## config.mk

```make
export PLATFORM = sky130hd
export DESIGN_NAME = program_loader
export DESIGN_NICKNAME = d
export VERILOG_FILES = /design/src/rtl/loader_pkg.sv /design/src/rtl/loader_word_asm.sv /design/src/rtl/program_loader.sv
export SDC_FILE = /design/constraint.sdc
export NUM_CORES = 1
export LEC_CHECK = 0
export ABC_AREA = 1
export BUFFER_PORTS_ARGS = -buffer_cell sky130_fd_sc_hd__buf_2
export CAP_MARGIN = 15
export CORE_MARGIN = 3
export CORE_UTILIZATION = 50
export CTS_CLUSTER_SIZE = 28
export DETAILED_ROUTE_END_ITERATION = 10
export PLACE_DENSITY = 0.75
export SETUP_SLACK_MARGIN = 0.4
export SYNTH_ARGS = -nofsm -noshare
export SYNTH_HDL_FRONTEND = slang
export SYNTH_SLANG_ARGS = --single-unit
```

## constraint.sdc

```tcl
create_clock -name clk -period 2.5 [get_ports clk]
set_input_delay 0.375 -clock clk [delete_from_list [all_inputs] [get_ports clk]]
set_output_delay 0.375 -clock clk [all_outputs]
set_load 0.005 [all_outputs]
```

## src/rtl/loader_pkg.sv

```systemverilog
// Shared types and constants for the program loader: FSM state encoding,
// field widths and the running-checksum helper.
package loader_pkg;

  localparam int LEN_W  = 11;
  localparam int BYTE_W = 8;

  typedef enum logic [2:0] {
    ST_IDLE    = 3'd0,
    ST_LEN_HI  = 3'd1,
    ST_LEN_LO  = 3'd2,
    ST_DATA_HI = 3'd3,
    ST_DATA_LO = 3'd4,
    ST_CSUM    = 3'd5,
    ST_DONE    = 3'd6,
    ST_ERROR   = 3'd7
  } state_e;

  function automatic logic [BYTE_W-1:0] csum_add(input logic [BYTE_W-1:0] acc,
                                                 input logic [BYTE_W-1:0] b);
    return acc + b;
  endfunction

endpackage

```

## src/rtl/loader_word_asm.sv

```systemverilog
// Byte-to-word assembly for the program loader: high-byte latch, write address
// counter, remaining-word counter and the registered instruction-memory write port.
module loader_word_asm
  import loader_pkg::*;
#(
  parameter int ADDR_W  = 10,
  parameter int INSTR_W = 16
) (
  input  logic               clk_i,
  input  logic               rst_ni,
  input  logic               clear_i,
  input  logic               len_load_i,
  input  logic [LEN_W-1:0]   len_i,
  input  logic               hi_load_i,
  input  logic               lo_load_i,
  input  logic [BYTE_W-1:0]  byte_i,
  output logic               last_o,
  output logic               wr_en_o,
  output logic [ADDR_W-1:0]  wr_addr_o,
  output logic [INSTR_W-1:0] wr_data_o
);

  logic [INSTR_W-BYTE_W-1:0] hi_q, hi_d;
  logic [ADDR_W-1:0]         addr_q, addr_d;
  logic [LEN_W-1:0]          rem_q, rem_d;
  logic                      wr_en_q, wr_en_d;
  logic [ADDR_W-1:0]         wr_addr_q, wr_addr_d;
  logic [INSTR_W-1:0]        wr_data_q, wr_data_d;

  // The word being completed by a low byte is the last one of the image.
  assign last_o = (rem_q == LEN_W'(1));

  // Next-state for the assembly register, counters and write port.
  always_comb begin
    hi_d      = hi_q;
    addr_d    = addr_q;
    rem_d     = rem_q;
    wr_en_d   = 1'b0;
    wr_addr_d = wr_addr_q;
    wr_data_d = wr_data_q;
    if (clear_i) begin
      addr_d = '0;
      rem_d  = '0;
    end else if (len_load_i) begin
      rem_d = len_i;
    end else if (hi_load_i) begin
      hi_d = byte_i;
    end else if (lo_load_i) begin
      wr_en_d   = 1'b1;
      wr_addr_d = addr_q;
      wr_data_d = {hi_q, byte_i};
      // Address wraps naturally to 0 after the 1024th word.
      addr_d    = addr_q + ADDR_W'(1);
      rem_d     = rem_q - LEN_W'(1);
    end else begin
      hi_d = hi_q;
    end
  end

  // Register stage for assembly state and write port.
  always_ff @(posedge clk_i or negedge rst_ni) begin
    if (!rst_ni) begin
      hi_q      <= '0;
      addr_q    <= '0;
      rem_q     <= '0;
      wr_en_q   <= 1'b0;
      wr_addr_q <= '0;
      wr_data_q <= '0;
    end else begin
      hi_q      <= hi_d;
      addr_q    <= addr_d;
      rem_q     <= rem_d;
      wr_en_q   <= wr_en_d;
      wr_addr_q <= wr_addr_d;
      wr_data_q <= wr_data_d;
    end
  end

  assign wr_en_o   = wr_en_q;
  assign wr_addr_o = wr_addr_q;
  assign wr_data_o = wr_data_q;

endmodule

```

## src/rtl/program_loader.sv

```systemverilog
// Boot loader: receives a length/words/checksum byte frame, writes instruction
// memory and holds the core in reset until the image is accepted. Optional
// checksum comparison is enabled with `define CSUM_CHECK_EN.
module program_loader
  import loader_pkg::*;
#(
  parameter int ADDR_W    = 10,
  parameter int INSTR_W   = 16,
  parameter int MAX_WORDS = 1024
) (
  input  logic               clk,
  input  logic               reset,
  input  logic               start,
  input  logic [7:0]         rx_data,
  input  logic               rx_valid,
  output logic               rx_ready,
  output logic               imem_wr_en,
  output logic [ADDR_W-1:0]  imem_wr_addr,
  output logic [INSTR_W-1:0] imem_wr_data,
  output logic               core_hold,
  output logic               load_done,
  output logic               load_error
);

  localparam logic [LEN_W-1:0] MAX_N = LEN_W'(MAX_WORDS);

  state_e           state_q, state_d;
  logic [2:0]       len_hi_q, len_hi_d;
  logic             rx_ready_q, rx_ready_d;
  logic             core_hold_q, core_hold_d;
  logic             load_done_q, load_done_d;
  logic             load_error_q, load_error_d;
  logic             xfer_s, start_load_s, len_load_s, hi_load_s, lo_load_s, last_s;
  logic [LEN_W-1:0] n_s;
  logic             csum_ok_s;

  assign xfer_s = rx_valid & rx_ready_q;
  assign n_s    = {len_hi_q, rx_data};

`ifdef CSUM_CHECK_EN
  logic [BYTE_W-1:0] csum_q, csum_d;

  // Running sum of every data byte; cleared when a new load starts.
  always_comb begin
    csum_d = csum_q;
    if (start_load_s) begin
      csum_d = '0;
    end else if (hi_load_s || lo_load_s) begin
      csum_d = csum_add(csum_q, rx_data);
    end else begin
      csum_d = csum_q;
    end
  end

  // Checksum accumulator register.
  always_ff @(posedge clk or negedge reset) begin
    if (!reset) csum_q <= '0;
    else        csum_q <= csum_d;
  end

  assign csum_ok_s = (rx_data == csum_q);
`else
  assign csum_ok_s = 1'b1;
`endif

  // Frame sequencing and load strobes to the word assembler.
  always_comb begin
    state_d      = state_q;
    len_hi_d     = len_hi_q;
    start_load_s = 1'b0;
    len_load_s   = 1'b0;
    hi_load_s    = 1'b0;
    lo_load_s    = 1'b0;
    case (state_q)
      ST_IDLE, ST_DONE, ST_ERROR: begin
        if (start) begin
          state_d      = ST_LEN_HI;
          start_load_s = 1'b1;
        end else begin
          state_d = state_q;
        end
      end
      ST_LEN_HI: begin
        if (xfer_s) begin
          len_hi_d = rx_data[2:0];
          state_d  = ST_LEN_LO;
        end else begin
          state_d = state_q;
        end
      end
      ST_LEN_LO: begin
        if (xfer_s) begin
          len_load_s = 1'b1;
          if (n_s > MAX_N)             state_d = ST_ERROR;
          else if (n_s == LEN_W'(0))   state_d = ST_CSUM;
          else                         state_d = ST_DATA_HI;
        end else begin
          state_d = state_q;
        end
      end
      ST_DATA_HI: begin
        if (xfer_s) begin
          hi_load_s = 1'b1;
          state_d   = ST_DATA_LO;
        end else begin
          state_d = state_q;
        end
      end
      ST_DATA_LO: begin
        if (xfer_s) begin
          lo_load_s = 1'b1;
          state_d   = last_s ? ST_CSUM : ST_DATA_HI;
        end else begin
          state_d = state_q;
        end
      end
      ST_CSUM: begin
        if (xfer_s) state_d = csum_ok_s ? ST_DONE : ST_ERROR;
        else        state_d = state_q;
      end
      default: state_d = ST_IDLE;
    endcase
  end

  // Outputs are decoded from the next state so they are registered with it.
  always_comb begin
    rx_ready_d   = (state_d == ST_LEN_HI) || (state_d == ST_LEN_LO) ||
                   (state_d == ST_DATA_HI) || (state_d == ST_DATA_LO) ||
                   (state_d == ST_CSUM);
    core_hold_d  = (state_d != ST_DONE);
    load_done_d  = (state_d == ST_DONE);
    load_error_d = (state_d == ST_ERROR);
  end

  // State and output registers.
  always_ff @(posedge clk or negedge reset) begin
    if (!reset) begin
      state_q      <= ST_IDLE;
      len_hi_q     <= 3'd0;
      rx_ready_q   <= 1'b0;
      core_hold_q  <= 1'b1;
      load_done_q  <= 1'b0;
      load_error_q <= 1'b0;
    end else begin
      state_q      <= state_d;
      len_hi_q     <= len_hi_d;
      rx_ready_q   <= rx_ready_d;
      core_hold_q  <= core_hold_d;
      load_done_q  <= load_done_d;
      load_error_q <= load_error_d;
    end
  end

  loader_word_asm #(.ADDR_W(ADDR_W), .INSTR_W(INSTR_W)) u_word_asm (
    .clk_i      (clk),
    .rst_ni     (reset),
    .clear_i    (start_load_s),
    .len_load_i (len_load_s),
    .len_i      (n_s),
    .hi_load_i  (hi_load_s),
    .lo_load_i  (lo_load_s),
    .byte_i     (rx_data),
    .last_o     (last_s),
    .wr_en_o    (imem_wr_en),
    .wr_addr_o  (imem_wr_addr),
    .wr_data_o  (imem_wr_data)
  );

  assign rx_ready   = rx_ready_q;
  assign core_hold  = core_hold_q;
  assign load_done  = load_done_q;
  assign load_error = load_error_q;

endmodule

```

# --- Word level (Yosys, flattened, before mapping) ---
# Cells that the tools add are included.
op_classes:
  reduce_logical: 14
  addsub: 2
  muxes: 28
  n_eq_ne: 19
  n_lt_le_gt_ge: 1
  bitwise_logic: 4
op_table:
  columns: ["op", "count"]
  rows:
  - ["two-way mux 11 bit", 4]
  - ["two-way mux 10 bit", 4]
  - ["two-way mux 3 bit", 9]
  - ["equality test 3 bit, second input constant", 8]
  - ["one-hot mux 3 bit (6 select lines)", 1]
  - ["equality test 3 x 2 -> 1 bit, second input constant", 4]
  - ["equality test 11 x 1 -> 1 bit, second input constant", 1]
  - ["greater-than comparator 11 bit, second input constant", 1]
  - ["zero test 11 bit", 1]
  - ["subtractor 11 x 1 -> 11 bit, second input constant", 1]
  - ["adder 10 x 1 -> 10 bit, second input constant", 1]
  - ["two-way mux 1 bit", 10]
  - ["equality test 3 x 1 -> 1 bit, second input constant", 2]
  - ["inequality test 3 bit, second input constant", 2]
  - ["AND reduction 3 bit", 2]
  - ["logical OR 1 bit", 4]
  - ["inequality test 2 bit, second input constant", 2]
  - ["AND reduction 2 bit", 2]
  - ["AND reduction 4 bit", 1]
  - ["zero test 3 bit", 1]
  - ["inverter 1 bit", 3]
  - ["nonzero test 3 bit", 1]
  - ["OR reduction 3 bit", 1]
  - ["nonzero test 2 bit", 1]
  - ["AND 1 bit", 1]
totals:
  word_cells: 80
  reg_bits: 66
  inputBits: 12

# --- Longest topological paths before layout ---
# Gate-level depths: netlist of run 1.
depth:
  depth_word: 10
  mapped_depth: 11

# --- Hierarchy ---
# Synthesis of run 1 repeated with hierarchy kept, for this count alone.
hier_totals:
  cells_unflattened: 397
  area_unflattened_um2: 3173.0
modules_own_cells:
  columns: ["mod", "area_per_inst_um2", "n_inst", "cells_each"]
  rows:
  - ["loader_word_asm", 2583.7, 1, 321]
  - ["program_loader", 589.3, 1, 76]

# --- Worst setup path after synthesis of run 1 ---
# OpenSTA, ideal clock, no wires.
synth_timing:
  path_kind: "reg-to-reg"
  startpoint: "register state_q[0]"
  endpoint: "register u_word_asm.addr_q[5]"
  t_arrival_ns: 1.366
  setup_slack_ns: 1.011
  period_less_slack_ns: 1.489
  stages_incl_launch_ff: 10
  path_cell_list: "dfrtp_1 -> inv_2 -> nand2_4 -> o21ai_2 -> nand2_2 -> buf_6 -> a21boi_2 -> nand2_1 -> o21ai_0 -> a21oi_1"
synth_via:
  elab_chain_cells: 5
synth_rtl:
  columns: ["element", "line_no", "rtl"]
  rows:
  - ["start, declared", "program_loader.sv:27", "state_e state_q, state_d;"]
  - ["start signal, assigned", "program_loader.sv:145", "state_q <= state_d;"]
  - ["equality test 3 bit / zero test 3 bit (equally long branches)", "program_loader.sv:74", "case (state_q)"]
  - ["OR reduction 3 bit", "program_loader.sv:74", null]
  - ["two-way mux 1 bit", "program_loader.sv:74", null]
  - ["inequality test 2 bit (no line) / nonzero test 2 bit (equally long branches)", null, null]
  - ["AND reduction 3 bit (no line)", null, null]
  - ["end signal, assigned", "loader_word_asm.sv:71", "addr_q <= addr_d;"]
  - ["end, declared", "loader_word_asm.sv:24", "logic [ADDR_W-1:0] addr_q, addr_d;"]
# Several ways; a longest one is shown, not always the timed one.
# A chain may end at the register's enable or synchronous reset.

# --- Worst setup path after layout of run 1 ---
layout_timing:
  startpoint: "register state_q[2]"
  endpoint: "register u_word_asm.addr_q[6]"
# The elaborated chain is that of the path after synthesis.

==> results.py, run 1 <==
metrics = {
    "route": {
        "route.detailed.drc": 0,
        "routed_wl_um": 6700,
        "postRouteAntennaNets": 0,
        "num_vias": 2627,
        "viasPerCell": 5.18,
        "drtIter0Drc": 175,
        "wl_per_cell_um": 13.2,
        "drtPass1Iterations": 5,
    },
    "synthesis": {
        "yosys_most_used_dff": "dfrtp_1",
        "synth_area_per_cell_um2": 8.45,
        "synthesis.nets": 398,
        "synth_top_area_frac": 0.503,
        "async_reset_ff_frac": 1.00,
        "ys_warn_count": 0,
        "synth_top_cell_by_area": "dfrtp_1",
        "yosys.area_share.simple": 0.270,
        "synth_edf_count": 0,
        "synth-adder-area-share": 0.0116,
        "yosysUniqueCellTypes": 36,
        "netlist_top_cells_area": "dfrtp_1 50%, nand2_1 13%, o21ai_0 6.5%, inv_1 4.2%, nor2_1 3.6%",
        "muxShareOfSynthArea": 0,
        "syn_inst": 383,
        "synthXorXnorAreaFrac": 0.0189,
        "synth_top_family_by_area": "simple AND/OR/NAND/NOR gates",
        "synth_compound_area_frac": 0.118,
        "synth.yosys.seq_area_share": 0.511,
        "syn_area_mm2": 0.00324,
        "ys_ff_latch": 66,
    },
    "cells_and_area": {
        "final_layout_size_suffix_gt1_frac": 0.192,
        "area_growth_pct": 14.2,
        "fin_area_mm2": 0.00370,
        "diodes": 0,
        "fin_nets": 443,
        "instances_no_fill": 507,
        "fill_cells": 552,
    },
    "timing": {
        "fin_setup_tns_ns": 0,
        "rsz0062_at_grt": "no",
        "hold_viol_final": 0,
        "skew_ns": 0.00646,
        "hold_ws_ns": 0.0359,
        "max_slew_margin": 0.700,
        "slew_violations": 0,
        "worst_pin_slew_ns": 0.451,
        "finalCriticalPeriod_ns": 1.82,
        "fmax_ghz": 0.550,
        "setup_violations": 0,
        "period_share": 0.727,
    },
    "setup_path": {
        "r2r_cells": 10,
        "cp.arrival_ns": 2.05,
        "reg2reg_from": "state_q[2]",
        "crit_type": "reg2reg",
        "crit_path_end_kind": "flop",
        "r2r-end": "u_word_asm.addr_q[6]",
        "r2r_setup_slack_ns": 0.68,
        "cp_max_fo": 46,
        "cp.required_ns": 2.73,
        "cp-start-kind": "flop",
    },
    "cts": {
        "h-tree-depth": 3,
        "cts_tree": "yes",
        "clkTransAtPathRegs_ns": 0.07,
        "postCtsHoldBufs": 0,
        "postCtsSetupBuffers": 0,
        "clock_path_buffers": 2,
        "cts_root_buffer": "clkbuf_8",
        "clkLatencyLatePin_ns": 0.34,
        "clock_sinks": 66,
        "cts_resized": 0,
        "numCtsBuffers": 9,
    },
    "die": {
        "rows": 28,
        "start_util": 0.531,
        "num_io_pins": 43,
        "dieHeight_um": 86.5,
        "core-area_mm2": 0.00610,
        "die-width_um": 86.5,
        "die-area_mm2": 0.00748,
    },
    "min_path": {
        "hold_path_class": "in2async",
    },
    "run": {
        "drv_cap": 0,
    },
    "pwr": {
        "cellPowerDensity_mw_per_mm2": 1090,
        "finalPower_uw": 4020,
        "leakagePower_uw": 0.00190,
        "ir_drop_uv": 659,
    },
    "placed_design": {
        "dpl_cell_area_mm2": 0.00350,
        "dpl.hpwl_um": 4810,
        "port_buffers": 42,
        "gp_congestion": 0.953,
        "dp_cells": 492,
    },
    "grt": {
        "first_global_vias": 2530,
        "grt_usage": 0.199,
        "grt_overflow": 0,
        "grt_max_degree": 67,
        "grt_first_pass_wirelength_um": 11600,
        "antenna_found_initial": 0,
    },
    "run_status": {
        "outcome": "completed",
    },
}
[stage by stage]
stage,worst slack (ns),utilization
floorplan,1.01,-
global placement,0.657,0.575
detailed placement,0.622,0.575
CTS,0.690,0.606
global route,0.543,0.606
finish,0.683,0.606
[registers in the layout, summed over array words and instances (netlist names)]
signal	count
load_error	1
u_word_asm.wr_data_o	16
u_word_asm.rem_q	11
rx_ready	1
u_word_asm.addr_q	10
u_word_asm.wr_addr_o	10
state_q	3
load_done	1
core_hold	1
len_hi_q	3
u_word_asm.wr_en_o	1
u_word_asm.hi_q	8
[cells in the final DEF, fill, tap and decap left out, types with 8 or more instances in the layout]
cell,n
o21ai_0,42
buf_2,42
clkbuf_8,10
nand2_1,110
inv_1,36
nor3_1,8
nand3_1,18
nor2_1,31
dfrtp_1,65
a21oi_1,10
[where the power goes]
part | total (uW) | internal [uW] | switching (uW)
combinational | 1460 | 566 | 895
sequential | 1680 | 1430 | 252
clock | 875 | 478 | 397
[cell usage after synthesis, types with 3 or more instances]
cell type    n
nand2_1    110
dfrtp_1     65
o21ai_0     42
inv_1       36
nor2_1      31
nand3_1     18
a21oi_1     10
nor3_1       8
xor2_1       6
buf_2        4
inv_2        4
nand4_1      4
o21ai_1      4
a22oi_1      3
ha_1         3
nand2_2      3
nor2_4       3
o22ai_1      3
[kinds of logic after synthesis]
kind of cell / after synthesis
simple gates: 186
compound gates: 69
flops: 66
buf+inv: 52
xor+xnor: 7
fa+ha+maj: 3
[worst max-delay path: stages (launching register included)]
cell and delay, ns:
dfrtp_1 0.53, inv_2 0.12, nor2_4 0.15, nand2_1 0.09
buf_4 0.28, nand2_8 0.15, nand3_4 0.09, nor2_4 0.11
nand3_1 0.08, nand2_1 0.06, nor2_1 0.04
[worst max path at each step]
| stage | depth (start not counted) | slack [ns] | to | start |
|---|---|---|---|---|
| final | 10 | 0.68 | u_word_asm.addr_q[6] | state_q[2] |
| after global routing | 7 | 0.54 | u_word_asm.rem_q[2] | state_q[2] |
| after CTS | 10 | 0.69 | u_word_asm.addr_q[6] | state_q[2] |
| after detailed placement | 10 | 0.62 | u_word_asm.addr_q[6] | rx_valid |
| after global placement | 10 | 0.66 | u_word_asm.addr_q[6] | rx_valid |
| after floorplan | 9 | 1.01 | u_word_asm.addr_q[5] | state_q[0] |
[per-layer routing]
layer  track usage  up-vias  part of all wire
met5             0        -                 0
met3        0.0456       13             0.069
met2         0.305       85              0.43
met4        0.0666        0             0.016
li1              -     1320                 -
met1         0.280     1209              0.48
[cell type report]
class	instances	area (um^2)	share of cell area
sequential	66	1650	0.447
clock inverter	5	55.1	0.0149
inverter	42	165	0.0447
timing repair buffer	44	238	0.0643
clock buffer	10	138	0.0372
tap	75	93.8	0.0254
multi-input combinational	265	1350	0.366
(Power assumes the default switching activity.)
==> inputs of run 2 (changes only) <==
ABC_AREA = 0   (was 1)
clock period = 1.9 ns   (was 2.5 ns; I/O delays follow)
==> run 2 against run 1 <==
Final area is 8.6% higher. Critical path type unchanged. Combinational power is 40% higher. Flip-flop and latch count stayed put. Core utilization is 11 points higher. Via count is 6.8% lower. Cell count is 9.5% lower. Largest power group unchanged.
==> results.py, run 2 <==
metrics = {
    "timing": {
        "worst_pin_slew_ns": 0.640,
        "finalCriticalPeriod_ns": 1.89,
        "hold_ws_ns": 0.190,
        "slew_violations": 0,
        "rsz0062_at_grt": "yes",
        "fmax_ghz": 0.528,
        "setup_violations": 0,
        "hold_viol_final": 0,
        "fin_setup_tns_ns": 0,
        "period_share": 0.997,
        "skew_ns": 0.00607,
        "max_slew_margin": 0.567,
    },
    "placed_design": {
        "dp_cells": 424,
        "gp_congestion": 0.871,
        "dpl.hpwl_um": 4680,
        "port_buffers": 42,
    },
    "setup_path": {
        "cp-start-kind": "flop",
        "crit_slowest_cell": "or4_4",
        "crit_path_end_kind": "flop",
        "cp_top_family": "simple AND/OR/NAND/NOR gates",
        "cp.arrival_ns": 2.13,
        "r2r_setup_slack_ns": 0.006,
        "cp_max_fo": 5,
        "cp_num_buf_inv": 0,
        "crit_chain": "or4_4 -> nor4_4 -> a21oi_2 -> or3_4 -> and3b_1",
        "max_stage_delay_ns": 0.53,
        "cp.required_ns": 2.13,
        "crit_type": "reg2reg",
    },
    "pwr": {
        "ir_drop_uv": 881,
        "finalPower_uw": 5550,
        "p_sw_frac": 0.343,
        "clockPowerShare": 0.232,
        "seq_power_share": 0.398,
        "internal-power_uw": 3640,
        "p_comb_frac": 0.370,
        "cellPowerDensity_mw_per_mm2": 1380,
        "p_switching_uw": 1900,
        "leakagePower_uw": 0.00198,
    },
    "die": {
        "num_io_pins": 43,
        "start_util": 0.528,
        "die-area_mm2": 0.00692,
        "dieHeight_um": 83.2,
        "core-area_mm2": 0.00564,
        "die-width_um": 83.2,
        "rows": 27,
    },
    "cts": {
        "clkTransAtPathRegs_ns": 0.08,
        "cts_root_buffer": "clkbuf_8",
        "clkLatencyLatePin_ns": 0.34,
        "clock_path_buffers": 2,
        "h-tree-depth": 3,
        "numCtsBuffers": 9,
        "clock_sinks": 66,
        "cts_tree": "yes",
    },
    "synthesis": {
        "muxShareOfSynthArea": 0.0483,
        "yosys.cell_count.top_type": "nand2_1",
        "synth.yosys.seq_area_share": 0.555,
        "yosys.area_share.simple": 0.248,
        "synthXorXnorAreaFrac": 0.0529,
        "synth_compound_area_frac": 0.0626,
        "synth_edf_count": 0,
        "synth_top_family_by_area": "simple AND/OR/NAND/NOR gates",
        "synth-adder-area-share": 0.0126,
        "synth_top_cell_by_area": "dfrtp_1",
        "netlist_top_cells_area": "dfrtp_1 55%, nand2_1 12%, mux2_2 4.2%, xnor2_1 2.6%, xor2_1 2.6%",
        "synth_area_per_cell_um2": 9.96,
        "syn_inst": 299,
        "yosysUniqueCellTypes": 46,
        "synth_commonest_cells": "99 x nand2_1, 65 x dfrtp_1, 18 x nor2_1",
        "syn_area_mm2": 0.00298,
        "async_reset_ff_frac": 1.00,
        "ys_warn_count": 0,
        "synth_top_area_frac": 0.546,
        "ys_ff_latch": 66,
        "synthesis.nets": 314,
        "yosys_most_used_dff": "dfrtp_1",
    },
    "grt": {
        "first_global_vias": 2449,
        "grt_overflow": 0,
        "antenna_found_initial": 0,
        "grt_usage": 0.214,
        "grt_first_pass_wirelength_um": 11800,
        "grt_max_degree": 67,
    },
    "cells_and_area": {
        "area_growth_pct": 34.7,
        "final_common_cell": "nand2_1",
        "instances_no_fill": 459,
        "post-route-util": 0.711,
        "multiInputGateArea_mm2": 0.00145,
        "diodes": 0,
        "largest_register_ffs": 16,
        "seq_area_mm2": 0.00165,
        "final_layout_size_suffix_gt1_frac": 0.367,
        "fin_nets": 397,
        "fill_cells": 385,
        "most-common-layout-cells": "99 x nand2_1, 64 x dfrtp_1, 43 x buf_2",
    },
    "route": {
        "drtIter0Drc": 108,
        "route.detailed.drc": 0,
        "routed_wl_um": 7220,
        "drtPass1Iterations": 4,
        "viasPerCell": 5.34,
        "wl_per_cell_um": 15.7,
        "postRouteAntennaNets": 0,
        "num_vias": 2449,
    },
    "min_path": {
        "hold_path_class": "in2reg",
    },
    "run_status": {
        "outcome": "completed",
    },
    "run": {
        "drv_cap": 0,
    },
}
==> run 2: logic make-up (layout without fill, tap and decap cells) <==
group                    count (synthesis)  after routing
adder cells (fa/ha/maj)                  3              3
buffers and inverters                   15            103
flip-flops                              66             66
AND/OR/NAND/NOR                        156            156
AO/OA/AOI/OAI                           28             28
multiplexers                            13             13
XOR/XNOR                                18             18
==> run 2: repair_timing <==
action                                  CTS  global route
hold endpoints to repair                 65             0
hold buffers                              1             0
pin swaps                                 8            11
buffers inserted                          4            14
gates resized for setup                  19            28
endpoints found under the setup margin   54            55
==> run 2: cell type report <==
type                    instances  share of cell area
flip-flops and latches         66               0.412
multi-input cells             218               0.360
repair buffers                 84               0.145
clock buffers                  10              0.0318
well taps                      72              0.0224
clock inverters                 6              0.0221
inverters                       3             0.00592
==> run 2: worst paths after layout <==
path                                          from                 endpoint  cells after the start
max in group asynchronous                    reset                core_hold                      3
setup reg to reg                       len_hi_q[0]                load_done                      5
hold / removal                          rx_data[3]  u_word_asm.wr_data_o[3]                      3
setup / recovery                       len_hi_q[0]                load_done                      5
min in group asynchronous                    reset  u_word_asm.wr_addr_o[4]                      3
hold reg to reg            u_word_asm.wr_addr_o[3]  u_word_asm.wr_addr_o[3]                      2
==> run 2: power by group through the flow <==
stage | registers [uW] | clock network, uW | logic [uW]
detailed placement | 2180 | 0 | 1660
CTS | 2180 | 1310 | 1810
finish | 2210 | 1290 | 2050
global route | 2270 | 1400 | 2240
floorplan | 2150 | 0 | 1050
global placement | 2160 | 0 | 1610
==> run 2: per-layer routing <==
layer	share of wire	global-route usage	vias up	routed length (um)
met5	0	0	-	0
met4	0.022	0.0892	0	157
met3	0.059	0.0556	11	428
met2	0.50	0.349	74	3610
met1	0.42	0.270	1193	3030
li1	-	-	1171	-
==> run 2: worst reg2reg max path, delay by kind of cell (launching register included) <==
family	cells	cell delay (ns)
AND/OR/NAND/NOR	4	1.30
flip-flops	1	0.38
AO/OA/AOI/OAI	1	0.10
==> run 2: through the flow <==
step           instance area [um^2]  worst slack [ns]
4_1_cts                        3810            0.0172
3_3_place_gp                   3470            -0.132
6_report                       4010           0.00614
5_1_grt                        4010           -0.0593
3_5_place_dp                   3470            -0.157
2_1_floorplan                  3070           -0.0799
